--- src/rtl/byte_unstriping_rx_param_if.sv ---
// Lane-side input bus and merged-stream output bus of the receive un-striper.
interface byte_unstriping_rx_param_if #(
  parameter int unsigned WIDTH = 8,
  parameter int unsigned LANES = 4
);
  logic [LANES-1:0]       valid_in;
  logic [LANES*WIDTH-1:0] data_in;
  logic [WIDTH-1:0]       data_out;
  logic                   valid_out;

  modport master (
    output valid_in,
    output data_in,
    input  data_out,
    input  valid_out
  );

  modport slave (
    input  valid_in,
    input  data_in,
    output data_out,
    output valid_out
  );
endinterface

--- src/rtl/byte_unstriping_rx_param.sv ---
// Receive byte un-striper: per-lane skew FIFOs merged round-robin into one word stream.
module byte_unstriping_rx_param #(
  parameter int unsigned WIDTH = 8,
  parameter int unsigned LANES = 4,
  parameter int unsigned DEPTH = 4,
  parameter int unsigned LCW   = 3
) (
  input  logic                       clk,
  input  logic                       reset,
  input  logic [LCW-1:0]             lane_cnt,
  byte_unstriping_rx_param_if.slave  lanes_if,
  output logic [LANES-1:0]           overflow,
  output logic                       idle
);

  localparam int unsigned PW  = $clog2(DEPTH);
  localparam int unsigned CW  = PW + 1;
  localparam int unsigned RRW = (LANES > 1) ? $clog2(LANES) : 1;

  logic [WIDTH-1:0] mem_q  [LANES][DEPTH];
  logic [WIDTH-1:0] mem_d  [LANES][DEPTH];
  logic [PW-1:0]    wptr_q [LANES];
  logic [PW-1:0]    wptr_d [LANES];
  logic [PW-1:0]    rptr_q [LANES];
  logic [PW-1:0]    rptr_d [LANES];
  logic [CW-1:0]    cnt_q  [LANES];
  logic [CW-1:0]    cnt_d  [LANES];

  logic [LANES-1:0] ovf_q, ovf_d;
  logic [RRW-1:0]   rr_q, rr_d;
  logic [WIDTH-1:0] dout_q, dout_d;
  logic             vout_q, vout_d;
  logic [LCW-1:0]   act_q, act_load;

  logic             pop_any;
  logic [LANES-1:0] popping, push_req, full, accept;

  // Out-of-range lane counts (0 or above LANES) fall back to all physical lanes.
  always_comb begin
    act_load = lane_cnt;
    if (lane_cnt == '0 || lane_cnt > LCW'(LANES)) begin
      act_load = LCW'(LANES);
    end
  end

  // Next-state: pop the round-robin lane if it has data, then push/overflow per lane.
  always_comb begin
    mem_d    = mem_q;
    wptr_d   = wptr_q;
    rptr_d   = rptr_q;
    cnt_d    = cnt_q;
    ovf_d    = ovf_q;
    rr_d     = rr_q;
    dout_d   = dout_q;
    vout_d   = 1'b0;
    popping  = '0;
    push_req = '0;
    full     = '0;
    accept   = '0;

    // rr never skips an empty lane, which is what preserves striping order under skew.
    pop_any = (cnt_q[rr_q] != '0);
    if (pop_any) begin
      dout_d       = mem_q[rr_q][rptr_q[rr_q]];
      vout_d       = 1'b1;
      rptr_d[rr_q] = rptr_q[rr_q] + 1'b1;
      rr_d         = (int'(rr_q) >= int'(act_q) - 1) ? '0 : rr_q + 1'b1;
    end

    for (int i = 0; i < int'(LANES); i++) begin
      popping[i]  = pop_any && (int'(rr_q) == i);
      push_req[i] = lanes_if.valid_in[i] && (i < int'(act_q));
      full[i]     = (cnt_q[i] == CW'(DEPTH));
      // A full FIFO still accepts when its head leaves on the same edge.
      accept[i]   = push_req[i] && (!full[i] || popping[i]);
      if (accept[i]) begin
        mem_d[i][wptr_q[i]] = lanes_if.data_in[i*WIDTH +: WIDTH];
        wptr_d[i]           = wptr_q[i] + 1'b1;
      end
      if (push_req[i] && !accept[i]) begin
        ovf_d[i] = 1'b1;
      end
      if (accept[i] && !popping[i]) begin
        cnt_d[i] = cnt_q[i] + 1'b1;
      end else if (!accept[i] && popping[i]) begin
        cnt_d[i] = cnt_q[i] - 1'b1;
      end
    end
  end

  // Control state with synchronous active-low reset; lane count latched only in reset.
  always_ff @(posedge clk) begin
    if (!reset) begin
      for (int i = 0; i < int'(LANES); i++) begin
        wptr_q[i] <= '0;
        rptr_q[i] <= '0;
        cnt_q[i]  <= '0;
      end
      ovf_q  <= '0;
      rr_q   <= '0;
      dout_q <= '0;
      vout_q <= 1'b0;
      act_q  <= act_load;
    end else begin
      wptr_q <= wptr_d;
      rptr_q <= rptr_d;
      cnt_q  <= cnt_d;
      ovf_q  <= ovf_d;
      rr_q   <= rr_d;
      dout_q <= dout_d;
      vout_q <= vout_d;
    end
  end

  // Storage is not reset; emptiness is tracked by the counters alone.
  always_ff @(posedge clk) begin
    mem_q <= mem_d;
  end

  // Idle when every FIFO occupancy counter reads zero.
  always_comb begin
    idle = 1'b1;
    for (int i = 0; i < int'(LANES); i++) begin
      if (cnt_q[i] != '0) begin
        idle = 1'b0;
      end
    end
  end

  assign lanes_if.data_out  = dout_q;
  assign lanes_if.valid_out = vout_q;
  assign overflow           = ovf_q;

endmodule

--- src/flat_wrapper.sv ---
// flat-port wrapper written by rule: the top's interface ports become plain ports
module byte_unstriping_rx_param_flat 
#(
  parameter int unsigned WIDTH = 8,
  parameter int unsigned LANES = 4,
  parameter int unsigned DEPTH = 4,
  parameter int unsigned LCW   = 3
)
  (clk, reset, lane_cnt, overflow, idle, lanes_if_valid_in, lanes_if_data_in, lanes_if_data_out, lanes_if_valid_out);
  byte_unstriping_rx_param_if #(.WIDTH(WIDTH), .LANES(LANES)) lanes_if_i ();
  input  logic clk;
  input  logic reset;
  input  logic [LCW-1:0] lane_cnt;
  output logic [LANES-1:0] overflow;
  output logic idle;
  input wire logic [$bits(lanes_if_i.valid_in)-1:0] lanes_if_valid_in;
  input wire logic [$bits(lanes_if_i.data_in)-1:0] lanes_if_data_in;
  output wire logic [$bits(lanes_if_i.data_out)-1:0] lanes_if_data_out;
  output wire logic [$bits(lanes_if_i.valid_out)-1:0] lanes_if_valid_out;
  assign lanes_if_i.valid_in = lanes_if_valid_in;
  assign lanes_if_i.data_in = lanes_if_data_in;
  assign lanes_if_data_out = lanes_if_i.data_out;
  assign lanes_if_valid_out = lanes_if_i.valid_out;
  byte_unstriping_rx_param #(.WIDTH(WIDTH), .LANES(LANES), .DEPTH(DEPTH), .LCW(LCW)) u_core (.clk(clk), .reset(reset), .lane_cnt(lane_cnt), .lanes_if(lanes_if_i), .overflow(overflow), .idle(idle));
endmodule
--- config.mk ---
export PLATFORM = sky130hd
export DESIGN_NAME = byte_unstriping_rx_param_flat
export DESIGN_NICKNAME = d
export VERILOG_FILES = /design/src/rtl/byte_unstriping_rx_param_if.sv /design/src/rtl/byte_unstriping_rx_param.sv /design/src/flat_wrapper.sv
export SDC_FILE = /design/constraint.sdc
export NUM_CORES = 1
export LEC_CHECK = 0
export CORE_ASPECT_RATIO = 1.2
export CORE_MARGIN = 8
export CORE_UTILIZATION = 32
export CTS_CLUSTER_DIAMETER = 30
export DETAILED_ROUTE_END_ITERATION = 10
export SLEW_MARGIN = 20
export SYNTH_ARGS = -nofsm -noshare
export SYNTH_HDL_FRONTEND = slang
export SYNTH_SLANG_ARGS = --single-unit
--- constraint.sdc ---
create_clock -name clk -period 2.7 [get_ports clk]
set_input_delay 0.54 -clock clk [delete_from_list [all_inputs] [get_ports clk]]
set_output_delay 0.54 -clock clk [all_outputs]
set_load 0.01 [all_outputs]
## Word level (Yosys, flattened, before mapping)

Cells that the tools add are included.

| storage, ports and cells | value |
|---|---|
| register bits | 174 |
| input port bits | 41 |
| output and inout port bits | 14 |
| word-level logic and storage cells | 179 |

| cells by class | value |
|---|---|
| add/subtract/negate cells | 15 |
| order comparisons | 17 |
| equality and inequality tests | 7 |
| mux-type cells | 41 |
| bitwise operators | 6 |
| reduce and logical (&&, ||, !) cells | 57 |

Operators by type and width:

| cell | count |
|---|---|
| $bwmux 32 | 4 |
| $bmux 32 s2 | 1 |
| $demux 8 s2 | 4 |
| $mux 32 | 2 |
| $mux 8 | 6 |
| $ge 3x32->1 | 1 |
| $mux 3 | 10 |
| $logic_and 1x1->1 | 29 |
| $ge 3x3->1 const B | 6 |
| $not 2->3 | 6 |
| $bmux 8 s2 | 1 |
| $lt 3x1->1 const B | 5 |
| $reduce_bool 3->1 | 5 |
| $add 2x1->2 const B | 6 |
| $add 3x1->3 const B | 4 |
| $eq 3x3->1 const B | 4 |
| $logic_not 1->1 | 12 |
| $sub 3x1->3 const B | 4 |
| $bwmux 8 | 1 |
| $mux 2 | 4 |
| $reduce_bool 2->1 | 4 |
| $bmux 3 s2 | 1 |
| $lt 1x3->1 const A | 2 |
| $lt 2x3->1 const A | 2 |
| 10 further kinds | 19 |

## Longest topological paths before layout

Gate-level depths: netlist of the first run.

| logic depth | value |
|---|---|
| depth after elaboration | 12 |
| depth in mapped cells | 13 |
| gate-level depth less buffers | 11 |

## Worst setup path after synthesis of the first run

No wires, ideal clock.

| timing path | value |
|---|---|
| path type | flip-flop to flip-flop |
| from | register u_core.cnt_q[9] (netlist bit) |
| to | register u_core.cnt_q[8] (netlist bit) |
| setup time | 71 ps |
| arrival | 2797 ps |
| data required time | 2629 ps |
| path slack | -167 ps |
| stages on the path, launching flop included | 12 |
| cells stage by stage | dfxtp_1 > or3_1 > mux4_2 > and2_1 > clkbuf_1 > inv_1 > ha_1 > inv_1 > fa_1 > xor2_1 > or3_1 > a21oi_1 |

| between the ends | value |
|---|---|
| longest elaborated chain between the ends | 10 |

RTL lines:

| item | RTL line | source |
|---|---|---|
| start, declared | byte_unstriping_rx_param.sv:26 | `logic [CW-1:0] cnt_q [LANES];` |
| start signal, assigned | byte_unstriping_rx_param.sv:107 | `cnt_q <= cnt_d;` |
| $bmux 3 s2 * | byte_unstriping_rx_param.sv:62 | `pop_any = (cnt_q[rr_q] != '0);` |
| $mux 3 (not written as such) * (2 in a row) | byte_unstriping_rx_param.sv:62 |  |
| $reduce_bool 3->1 * | byte_unstriping_rx_param.sv:62 |  |
| $logic_and 1x1->1 * | byte_unstriping_rx_param.sv:71 | `popping[i] = pop_any && (int'(rr_q) == i);` |
| $logic_or 1x1->1 | byte_unstriping_rx_param.sv:75 | `accept[i] = push_req[i] && (!full[i] \|\| popping[i]);` |
| $logic_and 1x1->1 | byte_unstriping_rx_param.sv:75 |  |
| $logic_not 1->1 | byte_unstriping_rx_param.sv:85 | `end else if (!accept[i] && popping[i]) begin` |
| $logic_and 1x1->1 | byte_unstriping_rx_param.sv:85 |  |
| $reduce_bool 2->1 (no line) | n/a |  |

Every way passes the cells marked *; elsewhere a longest branch is shown, timed or not. The select of a mux whose other input is x is not followed.
A chain may end at the register's enable or synchronous reset.

## Worst setup path in the final report of the first run

| timing path | value |
|---|---|
| from | register u_core.cnt_q[8] (netlist bit) |
| to | register u_core.cnt_q[8] (netlist bit) |

| between the ends | value |
|---|---|
| longest elaborated chain between the ends | 10 |

RTL lines:

| item | RTL line |
|---|---|
| $bmux 3 s2 | byte_unstriping_rx_param.sv:62 |
| $mux 3 (not written as such) (2 in a row) | byte_unstriping_rx_param.sv:62 |
| $reduce_bool 3->1 | byte_unstriping_rx_param.sv:62 |
| $logic_and 1x1->1 | byte_unstriping_rx_param.sv:71 |
| $logic_or 1x1->1 | byte_unstriping_rx_param.sv:75 |
| $logic_and 1x1->1 | byte_unstriping_rx_param.sv:75 |
| $logic_not 1->1 | byte_unstriping_rx_param.sv:85 |
| $logic_and 1x1->1 | byte_unstriping_rx_param.sv:85 |
| $reduce_bool 2->1 (no line) | n/a |

Parallel ways exist; a longest one is shown, timed or not. The select of a mux whose other input is x is not followed.

==> results of run 1 <==
-- through the flow --
stage	cells	setup slack, ns	cell area (um2)
after floorplan	463	-0.0778	7490
after global placement	864	-0.0128	8760
after detailed placement	864	-0.0807	8760
after CTS	897	-0.0544	9400
after global routing	901	-0.129	9460
final	901	-0.0264	9460
-- critical path, cell delays in order, from the launching register on --
cell and delay, ns:
dfxtp_2 0.32, or3_4 0.39, mux4_2 0.56, and2_4 0.18
inv_2 0.06, ha_4 0.13, inv_2 0.04, fa_2 0.32
xor2_1 0.17, or3_1 0.33, a21oi_2 0.15
-- cells in the final DEF, fill, tap and decap left out, types with 8 or more instances in the layout --
cell type and instances:
mux4_2 36, xor2_1 8, ha_1 25, nand3_1 11, nand2_1 8, dfxtp_1 38
clkbuf_16 17, clkdlybuf4s50_1 53, and2_1 12, o221ai_1 8, nor2_1 26, mux2i_1 24
buf_4 53, a211oi_1 9, edfxtp_1 131, inv_1 15
-- synth_stat cells, types with 2 or more instances --
cell type / number / area (um2)
a211oi_1: 9 / 67.6
a21o_1: 2 / 15.0
a21oi_1: 7 / 35.0
a31oi_1: 2 / 12.5
and2_1: 14 / 87.6
and2_4: 2 / 17.5
buf_1: 4 / 15.0
buf_2: 2 / 10.0
clkbuf_1: 12 / 45.0
dfxtp_1: 43 / 861
edfxtp_1: 131 / 3930
fa_1: 4 / 80.1
ha_1: 29 / 363
inv_1: 20 / 75.1
inv_2: 2 / 7.51
mux2i_1: 24 / 240
mux4_2: 36 / 811
nand2_1: 8 / 30.0
nand2b_1: 3 / 18.8
nand3_1: 11 / 55.1
nand4_1: 2 / 12.5
nor2_1: 26 / 97.6
nor2b_1: 6 / 37.5
nor3_1: 6 / 30.0
nor3b_1: 4 / 30.0
nor4_1: 3 / 18.8
o21a_1: 3 / 22.5
o21ai_0: 5 / 25.0
o221ai_1: 8 / 70.1
or3_1: 9 / 56.3
or4_1: 2 / 15.0
xnor2_1: 3 / 26.3
xor2_1: 8 / 70.1
-- kinds of logic after synthesis --
| family | count (synthesis) | share of synthesized area (%) |
|---|---|---|
| and+or+nand+nor | 100 | 7.30 |
| AOI/OAI and AO/OA | 42 | 4.41 |
| adders and majority gates | 33 | 5.96 |
| DFF | 174 | 64.5 |
| buffers and inverters | 43 | 2.42 |
| xor gates and xnor gates | 11 | 1.30 |
| muxes | 60 | 14.1 |
-- area by class of cell --
type                       count  area share, %
sequential                   174           50.7
tap                          315           4.16
multi-input combinational    246           27.1
timing repair buffer         111           10.7
inverter                      23          0.992
clock buffer                  17           4.49
clock inverter                15           1.85
-- flip-flops by register name (all words and copies together), names as in the netlist --
name	count
u_core.rr_q	2
u_core.lanes_if.valid_out	1
u_core.mem_q	128
u_core.wptr_q	8
u_core.overflow	4
u_core.lanes_if.data_out	8
u_core.cnt_q	12
u_core.act_q	3
u_core.rptr_q	8
-- report_power, final --
group / internal [mW] / switching [mW]
combinational: 1.49 / 1.50
clock: 1.40 / 1.08
sequential: 3.26 / 0.166
total: 6.15 / 2.75
-- how the worst max path moves through the flow --
stage,cells after the start,start,slack [ns],endpoint
floorplan,11,u_core.cnt_q[3]$_SDFFE_PN0P_,-0.08,u_core.cnt_q[8]$_SDFFE_PN0P_
global placement,10,u_core.cnt_q[11]$_SDFFE_PN0P_,-0.01,u_core.cnt_q[2]$_SDFFE_PN0P_
detailed placement,10,u_core.cnt_q[11]$_SDFFE_PN0P_,-0.08,u_core.cnt_q[8]$_SDFFE_PN0P_
CTS,10,u_core.cnt_q[11]$_SDFFE_PN0P_,-0.05,u_core.cnt_q[11]$_SDFFE_PN0P_
global route,10,u_core.cnt_q[8]$_SDFFE_PN0P_,-0.13,u_core.cnt_q[11]$_SDFFE_PN0P_
finish,10,u_core.cnt_q[8]$_SDFFE_PN0P_,-0.03,u_core.cnt_q[8]$_SDFFE_PN0P_
-- per-layer routing --
layer,share of wire (%),up-vias,routed length (um),track usage [%]
met1,40,2190,7160,15.4
met3,5.9,16,1050,2.33
li1,-,1996,-,-
met4,1.5,0,261,5.14
met5,0,-,0,0
met2,52,121,9270,22.6
-- repair_timing --
item	CTS	global route
gates resized for setup	10	10
buffers inserted	1	4
pin swaps	3	2
endpoints found under the setup margin	6	6
==> impl_metrics.ini, run 1 <==
[run_status]
status = finished, violations left
violations = setup timing

[timing]
setup_ws_ns = -0.0264
fmax_mhz = 367
relSlewSlack_pct = 56.5
fin_skew_ns = 0.0122
fin_crit_ns = 2.73
post-route-period-util_pct = 101
setup_violations = 4
fin_setup_tns_ns = -0.0497
maxSlewViolCount = 0
rsz0062_at_grt = true
tightest_slew_ns = 0.653
timing.hold.ws_ns = 0.467
hold_violations = 0

[routing]
routed_wirelength_mm = 17.7
drt.antenna.violating_nets = 0
drtIter0Drc = 286
drc_errors = 0
drtPass1Iterations = 4
vias_per_cell = 4.80
num_vias = 4323
wire_per_inst_um = 19.7

[power_and_ir_drop]
p_total_mw = 8.90
cellLeakagePower_nw = 3.29
ir_drop_mv = 0.455
p_per_area_nw_per_um2 = 940

[finish]
register_area_um2 = 4800
nFillCells = 2042
syn2layout_area_growth_pct = 27.3
diodes = 0
drive_gt1_share_pct = 27.5
multiInputGateArea_um2 = 2570
nets = 647
post-route-util_pct = 41.2

[worst_hold_path]
min_delay_path_depth = 1
holdPathEnd = u_core.overflow[1]$_SDFFE_PN0P_
hold_class = reg2reg
hp-start = u_core.overflow[1]$_SDFFE_PN0P_

[clocking]
postCtsHoldBufs = 0
clock_sinks = 174
cts-root-buf = clkbuf_16
clk_pin_slew_ns = 0.07
cts_tree = built
htreeDepth = 4
cts_buffers = 17
insertion_delay_ns = 0.43
clockBufferDepth = 2

[worst_setup_path]
crit_path_end_kind = flop
r2r_slack_ns = -0.03
critical_path_class = reg2reg
critPathMaxFanout = 6
rr_startpoint = u_core.cnt_q[8]$_SDFFE_PN0P_
cp_data_required_time_ns = 3.05
r2r-end = u_core.cnt_q[8]$_SDFFE_PN0P_
cp-start-kind = flop
reg2reg_depth = 10
crit_arrival_ns = 3.08

[yosys]
synth_ff_type = edfxtp_1
ys_ff_latch = 174
synth_edf_count = 131
async_flop_share_pct = 0
yosysWarnings = 0
syn-mean-instance-area_um2 = 16.1
syn_inst = 463
ys_types = 46
syn-cell-area_um2 = 7440
synth_nets = 537
yosysSeqAreaShare_pct = 64.5

[grt]
antenna_found_initial = 0
grt_pass1_wl_mm = 27.2
grt_max_degree = 35
grt_pass1_vias = 4698
grt_usage_pct = 12.9
overflow = 0

[flow_run]
maxCapViolCount = 0

[place]
dp_hpwl_mm = 12.2
io_buffers = 54
place_congestion = 0.748

[floorplan]
start_util_pct = 32.4
die-height_um = 183
die_x_um = 155
ios = 55
rows = 61
dieArea_um2 = 28400
core_um2 = 23000
No activity file was read; power rests on OpenSTA's default activity.
==> inputs of run 2 (changes only) <==
- DONT_BUFFER_PORTS: unset -> 1
==> impl_metrics.ini, run 2 (same netlist as run 1, synthesis figures left out) <==
[run_status]
status = finished, violations left
violations = setup timing

[clocking]
insertion_delay_ns = 0.43
postCtsHoldBufs = 0
cts_buffers = 17
clk_pin_slew_ns = 0.07
cts-root-buf = clkbuf_16
clockBufferDepth = 2
clock_sinks = 174
htreeDepth = 4
cts_tree = built

[routing]
num_vias = 4156
drt.antenna.violating_nets = 0
vias_per_cell = 4.94
drtPass1Iterations = 5
wire_per_inst_um = 21.1
routed_wirelength_mm = 17.8
drc_errors = 0
drtIter0Drc = 312

[grt]
grt_usage_pct = 12.9
overflow = 0
grt_max_degree = 36
antenna_found_initial = 0
grt_pass1_vias = 4462
grt_pass1_wl_mm = 26.9

[worst_hold_path]
hold_class = in2reg

[worst_setup_path]
crit_path_end_kind = flop
critPathMaxFanout = 6
crit_arrival_ns = 3.12
critical_path_class = reg2reg
cp-start-kind = flop
cp_data_required_time_ns = 3.05

[place]
dp_hpwl_mm = 12.2
place_ws_ns = -0.104
placed_area_um2 = 8180
io_buffers = 0
dp_cells = 807
place_congestion = 0.753

[timing]
fin_skew_ns = 0.0144
setup_violations = 3
relSlewSlack_pct = 53.7
hold_violations = 0
fmax_mhz = 361
rsz0062_at_grt = true
post-route-period-util_pct = 103
fin_crit_ns = 2.77
maxSlewViolCount = 0
tightest_slew_ns = 0.693
setup_ws_ns = -0.0696

[floorplan]
dieArea_um2 = 28400
die-height_um = 183
ios = 55
start_util_pct = 32.4
die_x_um = 155
core_um2 = 23000
rows = 61

[power_and_ir_drop]
p_int_mw = 5.90
p_clk_share_pct = 28.3
seqPwrFrac_pct = 40.2
combPwrFrac_pct = 31.5
switching_power_mw = 2.72
p_sw_share_pct = 31.6
p_total_mw = 8.62
cellLeakagePower_nw = 3.03
p_per_area_nw_per_um2 = 980
ir_drop_mv = 0.574

[finish]
nets = 587
diodes = 0
largest-register = u_core.mem_q
layout.cells.non_filler = 841
drive_gt1_share_pct = 27.4
top_regs = u_core.mem_q x128, u_core.cnt_q x12
largest_reg_flops = 128
design_area_um2 = 8800
syn2layout_area_growth_pct = 18.3
nFillCells = 2094
post-route-util_pct = 38.3
final_common_cell = edfxtp_1
layout_common_cells = edfxtp_1 (131), buf_4 (50), dfxtp_1 (40)

[flow_run]
maxCapViolCount = 0
==> run 2: cell count changes in the layout (fill, tap and decap cells not counted), moves of 2 or more <==
cell,change
a21oi_1,+2
a21oi_2,-2
buf_12,-2
buf_4,-3
clkbuf_1,+2
clkdlybuf4s50_1,-53
clkinv_4,+2
dfxtp_1,+2
dfxtp_2,-2
ha_2,+2
ha_4,-2
inv_1,+5
inv_2,-5
inv_6,-2
==> run 2: routing by layer <==
layer / track usage [%] / share of wire (%)
met1: 14.8 / 39
met2: 22.5 / 52
met3: 3.53 / 7.2
met4: 5.06 / 1.9
met5: 0 / 0
==> run 2: per-stage QoR <==
step	hold slack (ns)	TNS (ns)
2_1_floorplan	0.468	-0.146
5_1_grt	0.177	-0.645
3_5_place_dp	0.492	-0.244
6_report	0.199	-0.149
4_1_cts	0.179	-0.233
3_3_place_gp	0.475	-0.00329
==> run 2: final timing paths <==
path	from	endpoint	slack (ns)	cells past startpoint
worst min register to register	u_core.rptr_q[0]$_SDFFE_PN0P_	u_core.rptr_q[0]$_SDFFE_PN0P_	0.50	2
worst max-delay path	u_core.cnt_q[11]$_SDFFE_PN0P_	u_core.cnt_q[8]$_SDFFE_PN0P_	-0.07	10
worst min-delay path	lanes_if_data_in[9]	u_core.mem_q[65]$_DFFE_PP_	0.20	0
worst max register to register	u_core.cnt_q[11]$_SDFFE_PN0P_	u_core.cnt_q[8]$_SDFFE_PN0P_	-0.07	10
==> run 2: power by group through the flow <==
| stage | Combinational (mW) | Clock (mW) | Sequential (mW) |
|---|---|---|---|
| finish | 2.72 | 2.44 | 3.46 |
| global route | 2.97 | 2.57 | 3.50 |
| CTS | 2.74 | 2.47 | 3.46 |
| detailed placement | 2.67 | 0 | 3.51 |
| floorplan | 1.75 | 0 | 3.49 |
| global placement | 2.58 | 0 | 3.49 |
==> run 2: cell type report <==
| type | count | area (um2) | area share, % |
|---|---|---|---|
| repair buffers | 51 | 395 | 4.49 |
| multi-input cells | 246 | 2530 | 28.8 |
| inverters | 23 | 93.8 | 1.07 |
| flip-flops and latches | 174 | 4800 | 54.5 |
| well taps | 315 | 394 | 4.48 |
| clock buffers | 19 | 433 | 4.92 |
| clock inverters | 13 | 148 | 1.68 |
==> run 2: worst max-delay path, stage by stage (launching register included) <==
cell and delay, ns:
dfxtp_1 0.32, or3_4 0.39, mux4_2 0.56, and2_4 0.17
inv_1 0.05, ha_2 0.16, inv_1 0.06, fa_2 0.34
xor2_1 0.18, or3_1 0.34, a21oi_2 0.14
==> run 2: what timing repair did <==
item                                    in CTS  in global routing
pin swaps                                    1                  3
buffers inserted                             1                  1
endpoints found under the setup margin       5                  7
gates resized for setup                      4                  2
gates cloned                                 0                  0
==> inputs of run 3 (changes only) <==
- CAP_MARGIN: unset -> 10
- MAX_ROUTING_LAYER: unset -> met4
==> impl_metrics.ini, run 3 (same netlist as run 1, synthesis figures left out) <==
[finish]
final_common_cell = edfxtp_1
top_regs = u_core.mem_q x128, u_core.cnt_q x12
post-route-util_pct = 38.3
diodes = 0
layout_common_cells = edfxtp_1 (131), buf_4 (50), dfxtp_1 (40)
design_area_um2 = 8800
syn2layout_area_growth_pct = 18.3
layout.cells.non_filler = 841
largest-register = u_core.mem_q
nets = 587
drive_gt1_share_pct = 27.4
largest_reg_flops = 128

[floorplan]
rows = 61
die_x_um = 155
ios = 55
start_util_pct = 32.4
dieArea_um2 = 28400
die-height_um = 183
core_um2 = 23000

[routing]
drc_errors = 0
wire_per_inst_um = 21.1
num_vias = 4142
drtIter0Drc = 303
vias_per_cell = 4.93
routed_wirelength_mm = 17.8
drtPass1Iterations = 4
drt.antenna.violating_nets = 0

[clocking]
clockBufferDepth = 2
cts_buffers = 17
clk_pin_slew_ns = 0.07
insertion_delay_ns = 0.43
cts_tree = built
htreeDepth = 4
cts-root-buf = clkbuf_16
clock_sinks = 174

[worst_setup_path]
critical_path_class = reg2reg
cp_cell_sequence = or3_4, mux4_2, and2_4, inv_1, ha_2, inv_1, fa_2, xor2_1, or3_1, a21oi_2
path_buf_inv = 2
slowest_stage = mux4_2
rr_startpoint = u_core.cnt_q[11]$_SDFFE_PN0P_
cp-start-kind = flop
r2r-end = u_core.cnt_q[8]$_SDFFE_PN0P_
cp_data_required_time_ns = 3.05
crit_top_cell = inv_1
crit_arrival_ns = 3.13
reg2reg_depth = 10
critPathMaxFanout = 6
crit_path_end_kind = flop
r2r_slack_ns = -0.07
startpoint = u_core.cnt_q[11]$_SDFFE_PN0P_
cpPeakStageDelay_ns = 0.56
crit_family = simple AND/OR/NAND/NOR gates

[power_and_ir_drop]
p_per_area_nw_per_um2 = 980
ir_drop_mv = 0.570
cellLeakagePower_nw = 3.03
p_total_mw = 8.62

[grt]
grt_max_degree = 36
grt_pass1_vias = 4473
antenna_found_initial = 0
overflow = 0
grt_pass1_wl_mm = 26.9
grt_usage_pct = 13.3

[timing]
fin_crit_ns = 2.77
post-route-period-util_pct = 103
maxSlewViolCount = 0
rsz0062_at_grt = true
fmax_mhz = 360
tightest_slew_ns = 0.686
setup_violations = 3
fin_skew_ns = 0.0143
hold_violations = 0
setup_ws_ns = -0.0748
relSlewSlack_pct = 54.2

[place]
io_buffers = 0
dp_cells = 807
placed_area_um2 = 8180
place_congestion = 0.762
dp_hpwl_mm = 12.2

[worst_hold_path]
min_delay_path_depth = 0
holdPathEnd = u_core.mem_q[105]$_DFFE_PP_
hold_class = in2reg
hp-start = lanes_if_data_in[1]

[flow_run]
maxCapViolCount = 0

[run_status]
status = finished, violations left
violations = setup timing
==> run 3: cell counts in the layout (fill, tap and decap cells not counted) <==
Identical to the previous run, type by type.
==> run 3: power by group <==
part,internal [mW],switching (mW),total (mW)
logic,1.32,1.40,2.72
registers,3.26,0.201,3.46
clock network,1.31,1.12,2.43
total,5.90,2.72,8.62
==> run 3: metal layers <==
layer  wire (um)  up-vias  share of wire, %  GRT usage (%)
met3        1080       24               6.1           3.58
met5           0        -                 0              -
met1        7140     2135                40           14.9
met4         341        0               1.9           5.18
met2        9220      113                52           22.5
li1            -     1870                 -              -
==> run 3: through the flow <==
stage / hold WS [ns] / worst slack, ns / TNS [ns]
after floorplan: 0.468 / -0.0778 / -0.146
after global placement: 0.475 / -0.00329 / -0.00329
after detailed placement: 0.492 / -0.104 / -0.244
after CTS: 0.179 / -0.0926 / -0.233
after global routing: 0.175 / -0.153 / -0.632
final: 0.200 / -0.0748 / -0.170
==> run 3: worst max path at each step <==
stage | endpoint | depth (start not counted)
after global placement | u_core.cnt_q[2]$_SDFFE_PN0P_ | 10
after floorplan | u_core.cnt_q[8]$_SDFFE_PN0P_ | 11
after CTS | u_core.cnt_q[8]$_SDFFE_PN0P_ | 10
final | u_core.cnt_q[8]$_SDFFE_PN0P_ | 10
after detailed placement | u_core.cnt_q[8]$_SDFFE_PN0P_ | 10
after global routing | u_core.cnt_q[11]$_SDFFE_PN0P_ | 10
==> run 3: cell type report <==
class | count | area (um2)
Clock buffer | 19 | 433
Clock inverter | 13 | 148
Fill cell | 2094 | 14200
Inverter | 23 | 93.8
Multi-Input combinational cell | 246 | 2530
Sequential cell | 174 | 4800
Tap cell | 315 | 394
Timing Repair Buffer | 51 | 395
==> run 3: timing repair <==
action                     CTS  global route
pin swaps                    1             2
gates resized for setup      4             2
hold buffers                 0             0
setup endpoints to repair    5             7
buffers inserted             1             1
==> patch 1: new RTL, flow settings as in run 3 <==
`DEPTH` is set to 4 in 2 places; all go to 8.
--- a/src/rtl/byte_unstriping_rx_param.sv
+++ b/src/rtl/byte_unstriping_rx_param.sv
@@ -3,5 +3,5 @@
   parameter int unsigned WIDTH = 8,
   parameter int unsigned LANES = 4,
-  parameter int unsigned DEPTH = 4,
+  parameter int unsigned DEPTH = 8,
   parameter int unsigned LCW   = 3
 ) (
--- a/src/flat_wrapper.sv
+++ b/src/flat_wrapper.sv
@@ -4,5 +4,5 @@
   parameter int unsigned WIDTH = 8,
   parameter int unsigned LANES = 4,
-  parameter int unsigned DEPTH = 4,
+  parameter int unsigned DEPTH = 8,
   parameter int unsigned LCW   = 3
 )
Behaviour: not the same (a bounded check fails within 10 cycles, from zero or initial values and one cycle with reset low).
==> patch 1 against run 3 <==
The run still ends with setup timing left. Sequential cell count is 140 higher. Cell area is 90% higher. Power is 110% higher. Routed wire length is 98% higher. Cell count is 74% higher. Hold slack worse by 0.14 ns. Combinational power is 76% higher. Synthesized area is 78% higher. Largest power group is now clock. Setup slack better by 0.030 ns. Synthesized cell count is 65% higher. Largest cell class unchanged.
==> patch 1: results (changes against run 3) <==
Setup path
  • Crit Reg-Reg Endpoint: u_core.cnt_q[7] (was u_core.cnt_q[8])
  • FF-to-FF path depth: 13 (was 10)
  • Worst EP arrival: 3.25 ns (was 3.13 ns)

Global route
  • Vias in the first global route: 7974 (was 4473)
  • Global Route Usage Sum: 15.0% (was 13.3%)
  • Largest net degree at the start of global routing: 57 (was 36)
  • First-pass GRT wire length: 51800 µm (was 26900 µm)

Placed design
  • Detailed Place HPWL: 22500 µm (was 12200 µm)
  • Setup Slack @ Placement: -0.0966 ns (was -0.104 ns)
  • Dpl cells: 1348 (was 807)

Clocking
  • Total CTS buffers: 59 (was 17)
  • Clk buf depth: 3 (was 2)
  • Worst skew pair latency: 0.58 ns (was 0.43 ns)
  • CTS H-Tree Depth: 2 (was 4)

Logic synthesis
  • Sequential fraction of the synthesis area: 66.9% (was 64.5%)
  • Synth cell count leaders: 259 x edfxtp_1, 61 x mux4_2, 55 x dfxtp_1 (was 131 x edfxtp_1, 43 x dfxtp_1, 36 x mux4_2)
  • Synth cell types: 55 (was 46)
  • Mapped Nets: 833 (was 537)
  • EDFF count, synth: 259 (was 131)
  • Top post-synthesis cells by area: edfxtp_1 59%, mux4_2 10%, dfxtp_1 8.3% (was edfxtp_1 53%, dfxtp_1 12%, mux4_2 11%)
  • Post-synthesis average cell area: 17.4 µm² (was 16.1 µm²)

Route
  • TritonRoute pass-1 iters: 5 (was 4)
  • Total wire length: 35200 µm (was 17800 µm)
  • Vias: 7482 (was 4142)
  • Starting DRT DRC Count: 544 (was 303)

Timing
  • Slew headroom: 32.9% (was 54.2%)
  • Final Setup Violations: 3 (unchanged)
  • Worst Skew: 0.0136 ns (was 0.0143 ns)
  • Worst setup margin: -0.0446 ns (was -0.0748 ns)

Run status
  • Failing checks: setup timing (unchanged)
  • Status: finished, violations left (unchanged)

Min path
  • Hold path start: lanes_if_data_in[11] (was lanes_if_data_in[1])

Layout
  • Non-filler cells, final: 1462 (was 841)
  • Layout cells sized above 1: 35.5% (was 27.4%)
  • Leading registers by flop count: u_core.mem_q: 256 flops, u_core.cnt_q: 16 flops (was u_core.mem_q: 128 flops, u_core.cnt_q: 12 flops)
  • Final Net Count: 945 (was 587)

Power and ir drop
  • Worst IR drop on VDD: 0.425 mV (was 0.570 mV)
  • Leakage: 0.00568 µW (was 0.00303 µW)
## patch 1: cell count changes in the layout (fill, tap and decap cells not counted), moves of 14 or more
cell / change
a21oi_1: +27
buf_4: +34
clkbuf_16: +43
edfxtp_1: +128
inv_1: -14
mux2_2: +16
mux4_2: +25
nand2_1: +22
## patch 1: area by class of cell
type | count | area [µm²]
Fill cell | 3598 | 24100
Sequential cell | 314 | 8890
Multi-Input combinational cell | 396 | 4340
Clock buffer | 65 | 1520
Timing Repair Buffer | 89 | 713
Tap cell | 539 | 674
Clock inverter | 45 | 489
Inverter | 14 | 67.6
## patch 1: per-stage QoR
stage	util, %	TNS (ns)	cell area, µm²
floorplan	-	-0.276	13500
global placement	35.7	-0.0988	14600
detailed placement	35.7	-0.204	14600
CTS	40.8	-0.235	16700
global route	40.9	-0.514	16700
finish	40.9	-0.111	16700
## patch 1: logic make-up after synthesis
| group | after synthesis | share of synthesized area (%) |
|---|---|---|
| xor gates and xnor gates | 13 | 0.858 |
| muxes | 111 | 15.0 |
| adders and majority gates | 30 | 3.06 |
| AOI/OAI and AO/OA | 97 | 5.08 |
| DFF | 314 | 66.9 |
| and+or+nand+nor | 145 | 6.35 |
| buffers and inverters | 52 | 2.70 |
## patch 1: worst max path at each step
stage | end | slack, ns | depth (start not counted)
6_report | u_core.cnt_q[7] | -0.04 | 13
5_1_grt | u_core.cnt_q[3] | -0.15 | 13
4_1_cts | u_core.cnt_q[7] | -0.08 | 13
3_5_place_dp | u_core.cnt_q[3] | -0.1 | 13
3_3_place_gp | u_core.cnt_q[3] | -0.08 | 13
2_1_floorplan | u_core.cnt_q[15] | -0.09 | 14
## patch 1: critical path: stages, from the launching register on
cell and delay, ns:
dfxtp_2 0.31, or4_4 0.55, a2bb2oi_4 0.20, buf_4 0.16
nand3_4 0.06, a311oi_4 0.11, ha_4 0.21, inv_2 0.07
ha_1 0.22, a21o_1 0.16, a21oi_2 0.12, xnor2_1 0.08
or3_1 0.31, a21oi_1 0.11
## patch 1: timing repair
action                                 in CTS  in global routing
setup endpoints to repair                   4                 23
resized for setup                           7                  9
setup buffers                               4                  0
pin swaps                                   6                  3
endpoints found under the hold margin       0                  0
## patch 1: routing by layer
metal	wire, µm	vias to the layer above	part of all wire (%)	GRT usage [%]
met5	0	-	0	-
met4	1190	0	3.4	5.72
met3	2380	79	6.7	3.17
met2	18400	262	52	26.0
met1	13300	3822	38	16.7
li1	-	3319	-	-
## patch 1: where the power goes
part / leakage (µW) / internal, µW / switching [µW] / total (µW)
clock: 0.000975 / 4770 / 2520 / 7290
sequential: 0.00280 / 5620 / 264 / 5890
combinational: 0.00191 / 2360 / 2430 / 4790
==> patch 2: new RTL, flow settings as in run 3 <==
Made on the original files. Put a register stage on the output `idle`. The value now appears one clock later. The other outputs are not delayed to match.
--- a/src/rtl/byte_unstriping_rx_param.sv
+++ b/src/rtl/byte_unstriping_rx_param.sv
@@ -17,4 +17,6 @@
   localparam int unsigned CW  = PW + 1;
   localparam int unsigned RRW = (LANES > 1) ? $clog2(LANES) : 1;
+
+  logic idle_d;
 
   logic [WIDTH-1:0] mem_q  [LANES][DEPTH];
@@ -120,8 +122,8 @@
   // Idle when every FIFO occupancy counter reads zero.
   always_comb begin
-    idle = 1'b1;
+    idle_d = 1'b1;
     for (int i = 0; i < int'(LANES); i++) begin
       if (cnt_q[i] != '0) begin
-        idle = 1'b0;
+        idle_d = 1'b0;
       end
     end
@@ -132,4 +134,8 @@
   assign overflow           = ovf_q;
 
+  always_ff @(posedge clk) begin
+    idle <= idle_d;
+  end
+
 endmodule
 
Formal check against the unedited RTL: not equivalent (a bounded check fails within 4 cycles, from zero or initial values and one cycle with reset low).
==> patch 2 against run 3 <==
The run still ends with setup timing left. Critical path depth unchanged. Routed wire length up 1.8%. Die area up 0.26%. First-iteration DRC count down 3.6%. Sequential cell count up 1. Non-clock buffer count down 2. Synthesized area up 0.29%. Global-route usage up 0.25 points. Setup slack better by 0.019 ns. Power up 0.25%. Synthesized cell count up 0.22%. Cell area up 0.37%. Largest cell class unchanged.
==> patch 2: results (changes against run 3) <==
Global route
  • First-pass GRT wire length: 27600 µm (was 26900 µm)
  • Global Route Usage Sum: 13.6% (was 13.3%)
  • Vias in the first global route: 4473 (unchanged)
  • Initial antenna violation count: 1 (was 0)
  • Largest net degree at the start of global routing: 37 (was 36)

Route
  • WL per Instance: 21.5 µm (was 21.1 µm)
  • Starting DRT DRC Count: 292 (was 303)
  • Via-per-instance ratio: 4.86 (was 4.93)
  • TritonRoute pass-1 iters: 4 (unchanged)

Setup path
  • Worst EP arrival: 3.10 ns (was 3.13 ns)
  • CP Class: flop to flop (unchanged)
  • Max FO, Critical Path: 6 (unchanged)
  • Crit Reg-Reg Endpoint: u_core.cnt_q[11] (was u_core.cnt_q[8])
  • Worst r2r src: u_core.cnt_q[11] (unchanged)
  • Slowest cell on crit path: mux4_2 (unchanged)
  • Crit-path max cell delay: 0.56 ns (about the same)

Logic synthesis
  • Top post-synthesis cells by area: edfxtp_1 53%, dfxtp_1 12%, mux4_2 11% (unchanged)
  • Synth cell types: 46 (unchanged)
  • Synth cell count leaders: 131 x edfxtp_1, 44 x dfxtp_1, 36 x mux4_2 (was 131 x edfxtp_1, 43 x dfxtp_1, 36 x mux4_2)
  • Sequential fraction of the synthesis area: 64.6% (was 64.5%)
  • Asr flop ratio synth: 0% (unchanged)
  • Mapped Nets: 538 (was 537)
  • EDFF count, synth: 131 (unchanged)
  • Post-synthesis average cell area: 16.1 µm² (about the same)

Layout
  • Final Net Count: 586 (was 587)
  • Layout cells sized above 1: 28.2% (was 27.4%)

Placed design
  • Detailed Place HPWL: 12900 µm (was 12200 µm)
  • GPL Wtd Cong: 0.802 (was 0.762)
  • Dpl cell area: 8190 µm² (was 8180 µm²)
  • Port Buf Inserts: 0 (unchanged)

Timing
  • Final Setup Violations: 2 (was 3)
  • Setup TNS: -0.100 ns (was -0.170 ns)
  • Worst Skew: 0.0132 ns (was 0.0143 ns)
  • Worst Max-Slew Pin Slew: 0.715 ns (was 0.686 ns)
  • Worst setup margin: -0.0560 ns (was -0.0748 ns)

Run status
  • Failing checks: setup timing (unchanged)
  • Status: finished, violations left (unchanged)

Power and ir drop
  • Leakage: 0.00304 µW (was 0.00303 µW)
  • Worst IR drop on VDD: 0.353 mV (was 0.570 mV)

Min path
  • Worst Hold Path EP: u_core.mem_q[125] (was u_core.mem_q[105])
  • Hold path start: lanes_if_data_in[5] (was lanes_if_data_in[1])
  • Worst hold path type: input port to flop (unchanged)

Clocking
  • Root Driver: clkbuf_16 (unchanged)
  • Clk slew on worst S/H paths: 0.08 ns

Run
  • Max Cap Viol: 0 (unchanged)
[patch 2: repair_timing]
item / CTS / global route
buffers inserted: 0 / 1
gates resized for setup: 3 / 11
setup endpoints to repair: 5 / 6
pin swaps: 1 / 4
[patch 2: power breakdown]
| part | switching (µW) | internal, µW |
|---|---|---|
| Clock | 1170 | 1250 |
| Combinational | 1440 | 1310 |
| Sequential | 200 | 3280 |
[patch 2: layout make-up]
type,instances,area [µm²]
flip-flops and latches,175,4820
fillers,2143,14200
multi-input cells,246,2550
repair buffers,49,384
well taps,315,394
inverters,23,93.8
clock inverters,14,155
diodes,1,2.50
clock buffers,18,429
[patch 2: through the flow]
stage | hold slack (ns) | worst slack [ns] | util [%]
after global routing | 0.176 | -0.136 | 38.3
after CTS | 0.188 | -0.0373 | 38.1
after global placement | 0.477 | 0.0210 | 35.5
after floorplan | 0.468 | -0.0778 | -
after detailed placement | 0.490 | -0.0855 | 35.5
final | 0.203 | -0.0560 | 38.3
[patch 2: critical path, delay by kind of cell (launching register included)]
kind | cells | cell delay [ns]
and+or+nand+nor | 3 | 0.93
AOI/OAI and AO/OA | 1 | 0.13
muxes | 1 | 0.56
xor gates and xnor gates | 1 | 0.17
DFF | 1 | 0.32
adders and majority gates | 2 | 0.46
buffers and inverters | 2 | 0.11
[patch 2: logic make-up (layout without fill, tap and decap cells)]
logic type	Yosys count	count (layout)	share of synthesized area, %
fa+ha+maj	33	33	5.94
compound gates	42	42	4.40
other cells	0	1	0
simple gates	100	100	7.28
buf+inv	43	104	2.43
flops	175	175	64.6
mux	60	60	14.1
xor+xnor	11	11	1.29
[patch 2: worst max-delay path by stage]
stage	cells past startpoint	slack [ns]	to
floorplan	11	-0.08	u_core.cnt_q[8]
global placement	10	0.02	u_core.cnt_q[8]
detailed placement	10	-0.09	u_core.cnt_q[8]
CTS	11	-0.04	u_core.cnt_q[2]
global route	10	-0.14	u_core.cnt_q[11]
finish	10	-0.06	u_core.cnt_q[11]
[patch 2: metal layers]
metal / global-route usage (%) / vias up / part of all wire (%)
met5: - / - / 0
met3: 3.32 / 19 / 6.8
met2: 24.3 / 105 / 55
met4: 5.75 / 0 / 2.0
met1: 14.0 / 2089 / 36
li1: - / 1878 / -
